<file path="src/rtl/sl3_pkg.sv">
// Shared types and sync-byte layout for the SerialLite III TX burst arbiter.
package sl3_pkg;

    typedef enum logic [1:0] {
        IDLE  = 2'd0,
        BURST = 2'd1,
        DRAIN = 2'd2
    } sl3_arb_state_t;

    localparam int SL3_SYNC_CONT_BIT = 7;
    localparam int SL3_SYNC_SRC_LSB  = 0;
    localparam int SL3_SYNC_SRC_W    = 3;

    // Sync byte: continuation flag plus source index, all other bits zero.
    function automatic logic [7:0] sl3_sync_word(input logic cont,
                                                 input logic [SL3_SYNC_SRC_W-1:0] src);
        logic [7:0] w;
        w = 8'h00;
        w[SL3_SYNC_CONT_BIT] = cont;
        w[SL3_SYNC_SRC_LSB +: SL3_SYNC_SRC_W] = src;
        return w;
    endfunction

endpackage

</file>
<file path="src/rtl/sl3_rr_pick.sv">
// Combinational round-robin picker: first set request at or after ptr, with wrap.
module sl3_rr_pick #(
    parameter  int N  = 4,
    localparam int IW = $clog2(N)
) (
    input  logic [N-1:0]  req,
    input  logic [IW-1:0] ptr,
    output logic [IW-1:0] gnt_idx,
    output logic          any
);

    // Scan from the farthest offset down so the nearest request wins last.
    always_comb begin : pick
        int idx;
        idx     = 0;
        gnt_idx = '0;
        any     = 1'b0;
        for (int k = N - 1; k >= 0; k--) begin
            idx = int'(ptr) + k;
            if (idx >= N) begin
                idx = idx - N;
            end else begin
                idx = idx;
            end
            if (req[idx]) begin
                gnt_idx = IW'(idx);
                any     = 1'b1;
            end else begin
                any     = any;
            end
        end
    end

endmodule

</file>
<file path="src/rtl/sl3_tx_burst_arbiter.sv">
// Round-robin burst arbiter sharing one SerialLite III TX stream between NUM_REQ
// requesters; splits long bursts, tags sources on sync_tx and flushes on link loss.
module sl3_tx_burst_arbiter
    import sl3_pkg::*;
#(
    parameter int NUM_REQ   = 4,
    parameter int DATA_W    = 256,
    parameter int MAX_BURST = 64
) (
    input  logic                      user_clock_tx,
    input  logic                      user_clock_reset_tx,
    input  logic [NUM_REQ*DATA_W-1:0] req_data,
    input  logic [NUM_REQ-1:0]        req_valid,
    input  logic [NUM_REQ-1:0]        req_eob,
    output logic [NUM_REQ-1:0]        req_ready,
    output logic [DATA_W-1:0]         data_tx,
    output logic                      valid_tx,
    output logic                      start_of_burst_tx,
    output logic                      end_of_burst_tx,
    output logic [7:0]                sync_tx,
    input  logic                      ready_tx,
    input  logic                      link_up_tx,
    output logic [15:0]               drop_count
);

    localparam int         IW        = $clog2(NUM_REQ);
    localparam logic [8:0] MAX_BEATS = 9'(MAX_BURST);

    sl3_arb_state_t      state_q, state_d;
    logic [IW-1:0]       gnt_q, gnt_d;
    logic [IW-1:0]       rr_ptr_q, rr_ptr_d;
    logic [NUM_REQ-1:0]  cont_q, cont_d;
    logic [7:0]          beat_cnt_q, beat_cnt_d;
    logic [15:0]         drop_cnt_q, drop_cnt_d;
    logic [DATA_W-1:0]   data_q, data_d;
    logic                valid_q, valid_d;
    logic                sob_q, sob_d;
    logic                eob_q, eob_d;
    logic [7:0]          sync_q, sync_d;

    logic [IW-1:0]       pick_idx_s;
    logic                pick_any_s;
    logic                load_ok_s;
    logic [NUM_REQ-1:0]  ready_s;
    logic                beat_acc_s;
    logic                beat_eob_s;
    logic                beat_last_s;
    logic [8:0]          beat_num_s;
    logic [DATA_W-1:0]   beat_data_s;

    sl3_rr_pick #(.N(NUM_REQ)) u_pick (
        .req     (req_valid),
        .ptr     (rr_ptr_q),
        .gnt_idx (pick_idx_s),
        .any     (pick_any_s)
    );

    assign load_ok_s   = !valid_q || ready_tx;
    assign beat_data_s = req_data[int'(gnt_q)*DATA_W +: DATA_W];
    assign beat_acc_s  = req_valid[gnt_q] && ready_s[gnt_q];
    assign beat_eob_s  = req_eob[gnt_q];
    assign beat_num_s  = {1'b0, beat_cnt_q} + 9'd1;
    assign beat_last_s = beat_eob_s || (beat_num_s == MAX_BEATS);

    // Only the granted requester is ever ready; in DRAIN it is drained unconditionally.
    always_comb begin
        ready_s = '0;
        case (state_q)
            BURST:   ready_s[gnt_q] = load_ok_s;
            DRAIN:   ready_s[gnt_q] = 1'b1;
            default: ready_s = '0;
        endcase
    end

    // Next-state, arbitration and output-register load/clear decisions.
    always_comb begin
        state_d    = state_q;
        gnt_d      = gnt_q;
        rr_ptr_d   = rr_ptr_q;
        cont_d     = cont_q;
        beat_cnt_d = beat_cnt_q;
        drop_cnt_d = drop_cnt_q;
        data_d     = data_q;
        valid_d    = valid_q;
        sob_d      = sob_q;
        eob_d      = eob_q;
        sync_d     = sync_q;
        case (state_q)
            IDLE: begin
                // A beat stuck behind backpressure is discarded once the link is gone.
                if (load_ok_s || !link_up_tx) begin
                    {valid_d, sob_d, eob_d, sync_d, data_d} = '0;
                end else begin
                    valid_d = valid_q;
                end
                if (link_up_tx && pick_any_s) begin
                    state_d    = BURST;
                    gnt_d      = pick_idx_s;
                    rr_ptr_d   = (pick_idx_s == IW'(NUM_REQ - 1)) ? '0 : pick_idx_s + IW'(1);
                    beat_cnt_d = 8'd0;
                end else begin
                    state_d    = IDLE;
                end
            end
            BURST: begin
                if (!link_up_tx) begin
                    {valid_d, sob_d, eob_d, sync_d, data_d} = '0;
                    drop_cnt_d     = (drop_cnt_q == 16'hFFFF) ? drop_cnt_q : drop_cnt_q + 16'd1;
                    cont_d[gnt_q]  = 1'b0;
                    state_d        = (beat_acc_s && beat_eob_s) ? IDLE : DRAIN;
                end else if (beat_acc_s) begin
                    data_d     = beat_data_s;
                    valid_d    = 1'b1;
                    sob_d      = (beat_cnt_q == 8'd0);
                    eob_d      = beat_last_s;
                    sync_d     = sl3_sync_word(cont_q[gnt_q], SL3_SYNC_SRC_W'(gnt_q));
                    beat_cnt_d = beat_cnt_q + 8'd1;
                    if (beat_eob_s) begin
                        cont_d[gnt_q] = 1'b0;
                        state_d       = IDLE;
                    end else if (beat_num_s == MAX_BEATS) begin
                        cont_d[gnt_q] = 1'b1;
                        state_d       = IDLE;
                    end else begin
                        state_d       = BURST;
                    end
                end else if (load_ok_s) begin
                    {valid_d, sob_d, eob_d, sync_d, data_d} = '0;
                end else begin
                    state_d = BURST;
                end
            end
            DRAIN: begin
                {valid_d, sob_d, eob_d, sync_d, data_d} = '0;
                if (beat_acc_s && beat_eob_s) begin
                    state_d = IDLE;
                end else begin
                    state_d = DRAIN;
                end
            end
            default: begin
                state_d = IDLE;
                {valid_d, sob_d, eob_d, sync_d, data_d} = '0;
            end
        endcase
    end

    // State and output registers with synchronous reset.
    always_ff @(posedge user_clock_tx) begin
        if (user_clock_reset_tx) begin
            state_q    <= IDLE;
            gnt_q      <= '0;
            rr_ptr_q   <= '0;
            cont_q     <= '0;
            beat_cnt_q <= 8'd0;
            drop_cnt_q <= 16'd0;
            data_q     <= '0;
            valid_q    <= 1'b0;
            sob_q      <= 1'b0;
            eob_q      <= 1'b0;
            sync_q     <= 8'd0;
        end else begin
            state_q    <= state_d;
            gnt_q      <= gnt_d;
            rr_ptr_q   <= rr_ptr_d;
            cont_q     <= cont_d;
            beat_cnt_q <= beat_cnt_d;
            drop_cnt_q <= drop_cnt_d;
            data_q     <= data_d;
            valid_q    <= valid_d;
            sob_q      <= sob_d;
            eob_q      <= eob_d;
            sync_q     <= sync_d;
        end
    end

    assign req_ready         = ready_s;
    assign data_tx           = data_q;
    assign valid_tx          = valid_q;
    assign start_of_burst_tx = sob_q;
    assign end_of_burst_tx   = eob_q;
    assign sync_tx           = sync_q;
    assign drop_count        = drop_cnt_q;

endmodule

</file>
<file path="config.mk">
export PLATFORM = sky130hd
export DESIGN_NAME = sl3_tx_burst_arbiter
export DESIGN_NICKNAME = d
export VERILOG_FILES = /design/src/rtl/sl3_pkg.sv /design/src/rtl/sl3_rr_pick.sv /design/src/rtl/sl3_tx_burst_arbiter.sv
export SDC_FILE = /design/constraint.sdc
export NUM_CORES = 1
export LEC_CHECK = 0
export ABC_AREA = 1
export CAP_MARGIN = 15
export CORE_AREA = 2 2 513 515
export DETAILED_ROUTE_END_ITERATION = 6
export DIE_AREA = 0 0 515 517
export GPL_TIMING_DRIVEN = 1
export PLACE_DENSITY = 0.3
export SYNTH_ARGS = -nofsm -noshare
export SYNTH_HDL_FRONTEND = slang
export SYNTH_HIERARCHICAL = 1
export SYNTH_SLANG_ARGS = --single-unit
</file>
<file path="constraint.sdc">
create_clock -name user_clock_tx -period 1.98 [get_ports user_clock_tx]
set_input_delay 0.594 -clock user_clock_tx [delete_from_list [all_inputs] [get_ports user_clock_tx]]
set_output_delay 0.594 -clock user_clock_tx [all_outputs]
set_load 0.02 [all_outputs]
</file>
==> Word level (Yosys, flattened, before mapping) <==
Index checks and enable logic that the tools add are counted.
{ "totals": {"ram_bits": 0, "rom_bits": 0, "in_bits": 1036, "word_cells": 142, "latch_bits": 0, "output_inout_bits": 287, "mem_count": 0, "reg_bits": 301} }
{ "op_classes": {"eq_ne": 13, "n_lt_le_gt_ge": 10, "n_addsub": 11, "bitwise": 6, "muxes": 73, "shifts": 1, "multipliers": 0, "n_reduce_logical": 17, "div": 0} }
{ "op_table": {"columns": ["cell", "count"], "rows": [
  ["2-to-1 mux 256 bit", 4],
  ["indexed part select 1024 x 11 -> 256 bit", 1],
  ["one-hot mux 256 bit (2 select lines)", 1],
  ["< comparator 32 x 4 -> 1 bit, second input constant", 4],
  ["2-to-1 mux 32 bit", 4],
  ["greater-or-equal comparator 32 x 4 -> 1 bit, second input constant", 3],
  ["subtractor 32 x 4 -> 32 bit, second input constant", 3],
  ["2-to-1 mux 8 bit", 7],
  ["one-hot mux 8 bit (2 select lines)", 2],
  ["2-to-1 mux 1 bit", 28],
  ["2-to-1 mux 2 bit", 9],
  ["adder 16 x 1 -> 16 bit, second input constant", 1],
  ["binary-select mux 1 bit (select 2 bit)", 8],
  ["== test 16 bit, second input constant", 1],
  ["2-to-1 mux 4 bit", 4],
  ["adder 8 x 1 -> 9 bit, second input constant", 1],
  ["== test 9 x 7 -> 1 bit, second input constant", 1],
  ["adder 8 x 1 -> 8 bit, second input constant", 1],
  ["bitwise AND 4 bit", 2],
  ["zero test 8 bit", 1],
  ["!= test 2 bit, second input constant", 4],
  ["!= test 4 bit, second input constant", 2],
  ["one-hot mux 4 bit (2 select lines)", 1],
  ["adder 2 x 2 -> 3 bit, second input constant", 2],
  ["24 further kinds", 36]
]} }

==> Logic depth before layout (Yosys ltp) <==
{ "logic_depth": {"word_depth": 13, "mapped_depth": 15, "ltp_nobuf": 14} }

==> By module <==
The synthesis kept the hierarchy.
{ "modules_own_cells": {"columns": ["module", "seq_area_each_um2", "n_inst", "area_each_um2", "cells_each"], "rows": [
  ["sl3_tx_burst_arbiter", 5925.7, 1, 16562.1, 2538],
  ["sl3_rr_pick", 0.0, 1, 215.2, 44]
]} }

==> Worst setup path after synthesis <==
OpenSTA, ideal clock, no wires.
{ "synth_path": {"path_kind": "input -> output", "startpoint": "input port ready_tx", "endpoint": "output port req_ready[2]", "path_buffers": 0, "required_ps": 1386, "cell_stages": 6, "setup_slack_ps": -99, "arrival_time_ps": 1485, "cell_sequence": "inv_1 nand2_1 nand2_1 a21boi_0 inv_1 nor3_1"} }
{ "synth_between": {"elab_chain_len": 3} }
{ "synth_lines": {"columns": ["item", "line", "rtl"], "rows": [
  ["from (decl)", "sl3_tx_burst_arbiter.sv:21", "input logic ready_tx,"],
  ["logical OR 1 bit", "sl3_tx_burst_arbiter.sv:58", "assign load_ok_s = !valid_q || ready_tx;"],
  ["bitwise AND 4 bit (no source line)", null, null],
  ["one-hot mux 4 bit (2 select lines)", "sl3_tx_burst_arbiter.sv:68", "case (state_q)"],
  ["to (decl)", "sl3_tx_burst_arbiter.sv:15", "output logic [NUM_REQ-1:0] req_ready,"]
]} }
No other way between the ends.

==> Worst setup path after layout <==
Ends and elaborated chain as after synthesis.

==> metrics.md <==
| Metric | Value |
|---|---|
| Run status | `complete, but fails checks` |
| Violated checks | `setup timing` |
| Count of final setup violators | `~400` |
| Most frequent cells in the layout | `1,156 x clkdlybuf4s50_1, 868 x nand2_1, 314 x a22oi_1` |
| First-pass GRT wire length | `244 mm` |
| Max-slew violation count | `0` |
| Final ANT Viol Nets | `0` |
| Final clock skew | `0.0318 ns` |
| Share of cells above drive strength 1 | `between 20% and 30%` |
| Crit share post-route | `141%` |
| Hold_buf cts | `0` |
| Gr usage total | `roughly 14%` |
| Slew @ Worst Pin | `~0.8 ns` |
| Largest net degree at the start of global routing | `67` |
| DR vias | `~25k` |
| CP bufs+invs | `6` |
| Area Growth Syn to Fin | `145%` |
| Cells after DPL | `between 7k and 8k` |
| Layout Utilization | `approximately 16%` |
| Critical Path AT | `2.20 ns` |
| FP Rows | `between 150 and 200` |
| Clock latency on the worst-skew pair | `slightly below 0.7 ns` |
| F_max | `0.358 GHz` |
| Synth Instances | `around 2.6k` |
| Final setup margin | `-0.816 ns` |
| Required @ worst endpoint | `1.39 ns` |
| Yosys reg bits | `between 200 and 300` |
| Gp weighted congestion | `about 0.85` |
| Die X | `a little over 500 µm` |
| Clock Root Buffer | `clkbuf_16` |
| Syn_area_per_cell | `between 6 and 7 µm²` |
| Detailed Place HPWL | `165 mm` |
| Via-to-Cell Ratio | `about 3.4` |
| Register area share after synthesis | `35.3%` |
| First-pass DRT Iterations | `5` |
| Grt total ovfl | `0` |
| Core area | `roughly 260,000 µm²` |
| Commonest non-fill, non-tap cell in the layout | `clkdlybuf4s50_1` |
| Non-Filler Instances | `7,531` |
| Clock buffer depth | `3` |
| Netlist cell types | `37` |
| DRC | `0` |
| Vias in the first global route | `between 20k and 25k` |
| CP Max Fanout | `2` |
| Footprint of the multi-input gates | `between 10,000 and 15,000 µm²` |
| CTS tree | `yes` |
| I/O pins | `between 1k and 1.5k` |
| Final Hold Fails | `0` |
| Static Leakage | `around 16 nW` |
| Worst vdd ir | `around 0.71 mV` |
| Slew margin rel. | `a little under half` |
| Register area | `just under 6000 µm²` |
| Cell Area, Synth | `16,800 µm²` |
| Max stage delay on crit path | `0.48 ns` |
| Sink Count | `approximately 300` |
| Setup crit end kind | `output pin` |
| Final net count | `5,096` |
| Drt wl/cell | `approximately 27 µm` |
| Die area | `roughly 270,000 µm²` |
| CTS buffer count | `44` |
| Slowest CP cell | `clkdlybuf4s50_1` |
| Yosys warns | `6` |
| CP cell instances | `clkdlybuf4s50_1 > inv_2 > nand2_1 > nand2_1 > a21boi_2 > buf_4 > clkinvlp_4 > buf_6 > nor3_4 > buf_6` |
| Port Buf Inserts | `1,317` |
| Initial drt markers | `1,353` |
| PwrDens | `~760 nW/µm²` |
| Initial core utilization | `about 6.4%` |
| Layout filler cell count | `around 30k` |
| Max cap viols | `0` |
| Min Clock Period, post-route | `2.80 ns` |
| RSZ-0062 raised after global routing | `true` |
| WL final | `slightly above 200 mm` |
| H-tree levels | `2` |
| Min-delay worst type | `primary input to flip-flop` |
| DIE HEIGHT | `around 520 µm` |
| Family with the most delay on the worst path | `buffers and inverters` |
| Setup CP Type | `primary input to output pin` |
| Startpoint types | `primary input` |
| Initial antenna violation count | `between 100 and 150` |
| CTS clk-pin slew, worst paths | `about 0.06 ns` |
[flip-flops by register name, summed over array words and instances (netlist names), named ones only]
| register | count |
|---|---|
| drop_count | 16 |
| end_of_burst_tx | 1 |
| sync_tx | 3 |
| rr_ptr_q | 2 |
| valid_tx | 1 |
| gnt_q | 2 |
| start_of_burst_tx | 1 |
| beat_cnt_q | 8 |
| data_tx | 256 |
| state_q | 2 |
[layout make-up]
cell class / instances / share of cell area (%)
inverters: 59 / 0.614
diodes: 26 / 0.158
repair buffers: 1634 / 42.3
multi-input cells: 2016 / 28.5
clock inverters: 9 / 0.243
well taps: 3420 / 10.4
flip-flops and latches: 296 / 14.5
clock buffers: 71 / 3.31
[cell usage after synthesis, drive strengths merged]
library cell  number  share of area, %
nand2           1073                24
a22oi            325                15
dfxtp            296                35
a21oi            292               8.7
nand3            226               6.8
clkbuf           154               3.4
buf               61               2.2
inv               59               1.3
nor2              35              0.87
o21ai             17              0.53
ha                 9              0.67
nor3               6              0.18
nand4              5              0.19
xnor2              5              0.26
xor2               5              0.26
nor4               4              0.15
a211oi             2             0.089
a21boi             1             0.045
a221oi             1             0.052
and2               1             0.052
conb               1             0.022
o211ai             1             0.045
o21bai             1             0.045
o22ai              1             0.037
or3                1             0.037
[worst register-to-register path: stages (launching register included)]
cell and delay (ns):
dfxtp_4 0.37, inv_4 0.05, ha_4 0.25, a21boi_2 0.16
buf_4 0.14, nand2_4 0.06, buf_6 0.13, inv_4 0.05
nand3_4 0.07, nor2_4 0.16, buf_12 0.18, buf_16 0.17
buf_12 0.15, buf_12 0.13, nand2_4 0.04, a21oi_2 0.12
[worst paths after layout]
path                                     startpoint      endpoint  slack (ns)  depth (start not counted)
worst min register to register         data_tx[193]  data_tx[193]        0.46                          2
worst min-delay path            user_clock_reset_tx  data_tx[224]        0.19                          2
worst max-delay path                       ready_tx  req_ready[2]       -0.82                         10
worst max register to register           state_q[0]  data_tx[140]       -0.33                         15
[cell families after synthesis]
group | share of synthesized area, %
adder cells (fa/ha/maj) | 0.671
AND/OR/NAND/NOR | 32.3
other | 0.0224
buffers and inverters | 7.02
flip-flops | 35.3
AO/OA/AOI/OAI | 24.1
XOR/XNOR | 0.522
[layer usage]
layer  routed length, µm  global-route usage [%]  part of all wire [%]  up-vias
met2              101000                    24.8                    50     1179
li1                    -                       -                     -    11800
met4                6050                    3.77                   3.0       92
met5                 590                       0                  0.29        -
met1               75000                    14.9                    37    12000
met3               21100                    5.74                    10      308
[stage by stage]
step | power [mW] | area [µm²] | setup WS [ns] | hold slack (ns) | TNS, ns
after global placement | 20.8 | 35500 | -1.19 | 0.450 | -248.38
after detailed placement | 20.7 | 35500 | -1.15 | 0.454 | -247.57
after floorplan | 12.5 | 16800 | 0.00875 | 0.458 | 0
after global routing | 33.1 | 41100 | -0.978 | 0.129 | -146.84
final | 31.2 | 41200 | -0.816 | 0.190 | -98.99
after CTS | 30.5 | 37200 | -0.970 | 0.106 | -156.92
[repair_timing]
action	4_1_cts	5_1_grt
buffers inserted	10	47
pin swaps	4	150
hold endpoints to repair	0	0
resized for setup	377	744
cloned	6	37
setup endpoints to repair	543	496
[power breakdown]
| group | internal (mW) | switching (mW) |
|---|---|---|
| Clock | 4.72 | 3.59 |
| Combinational | 6.60 | 10.0 |
| Sequential | 6.12 | 0.184 |
| Total | 17.4 | 13.8 |
(Power assumes the default switching activity.)
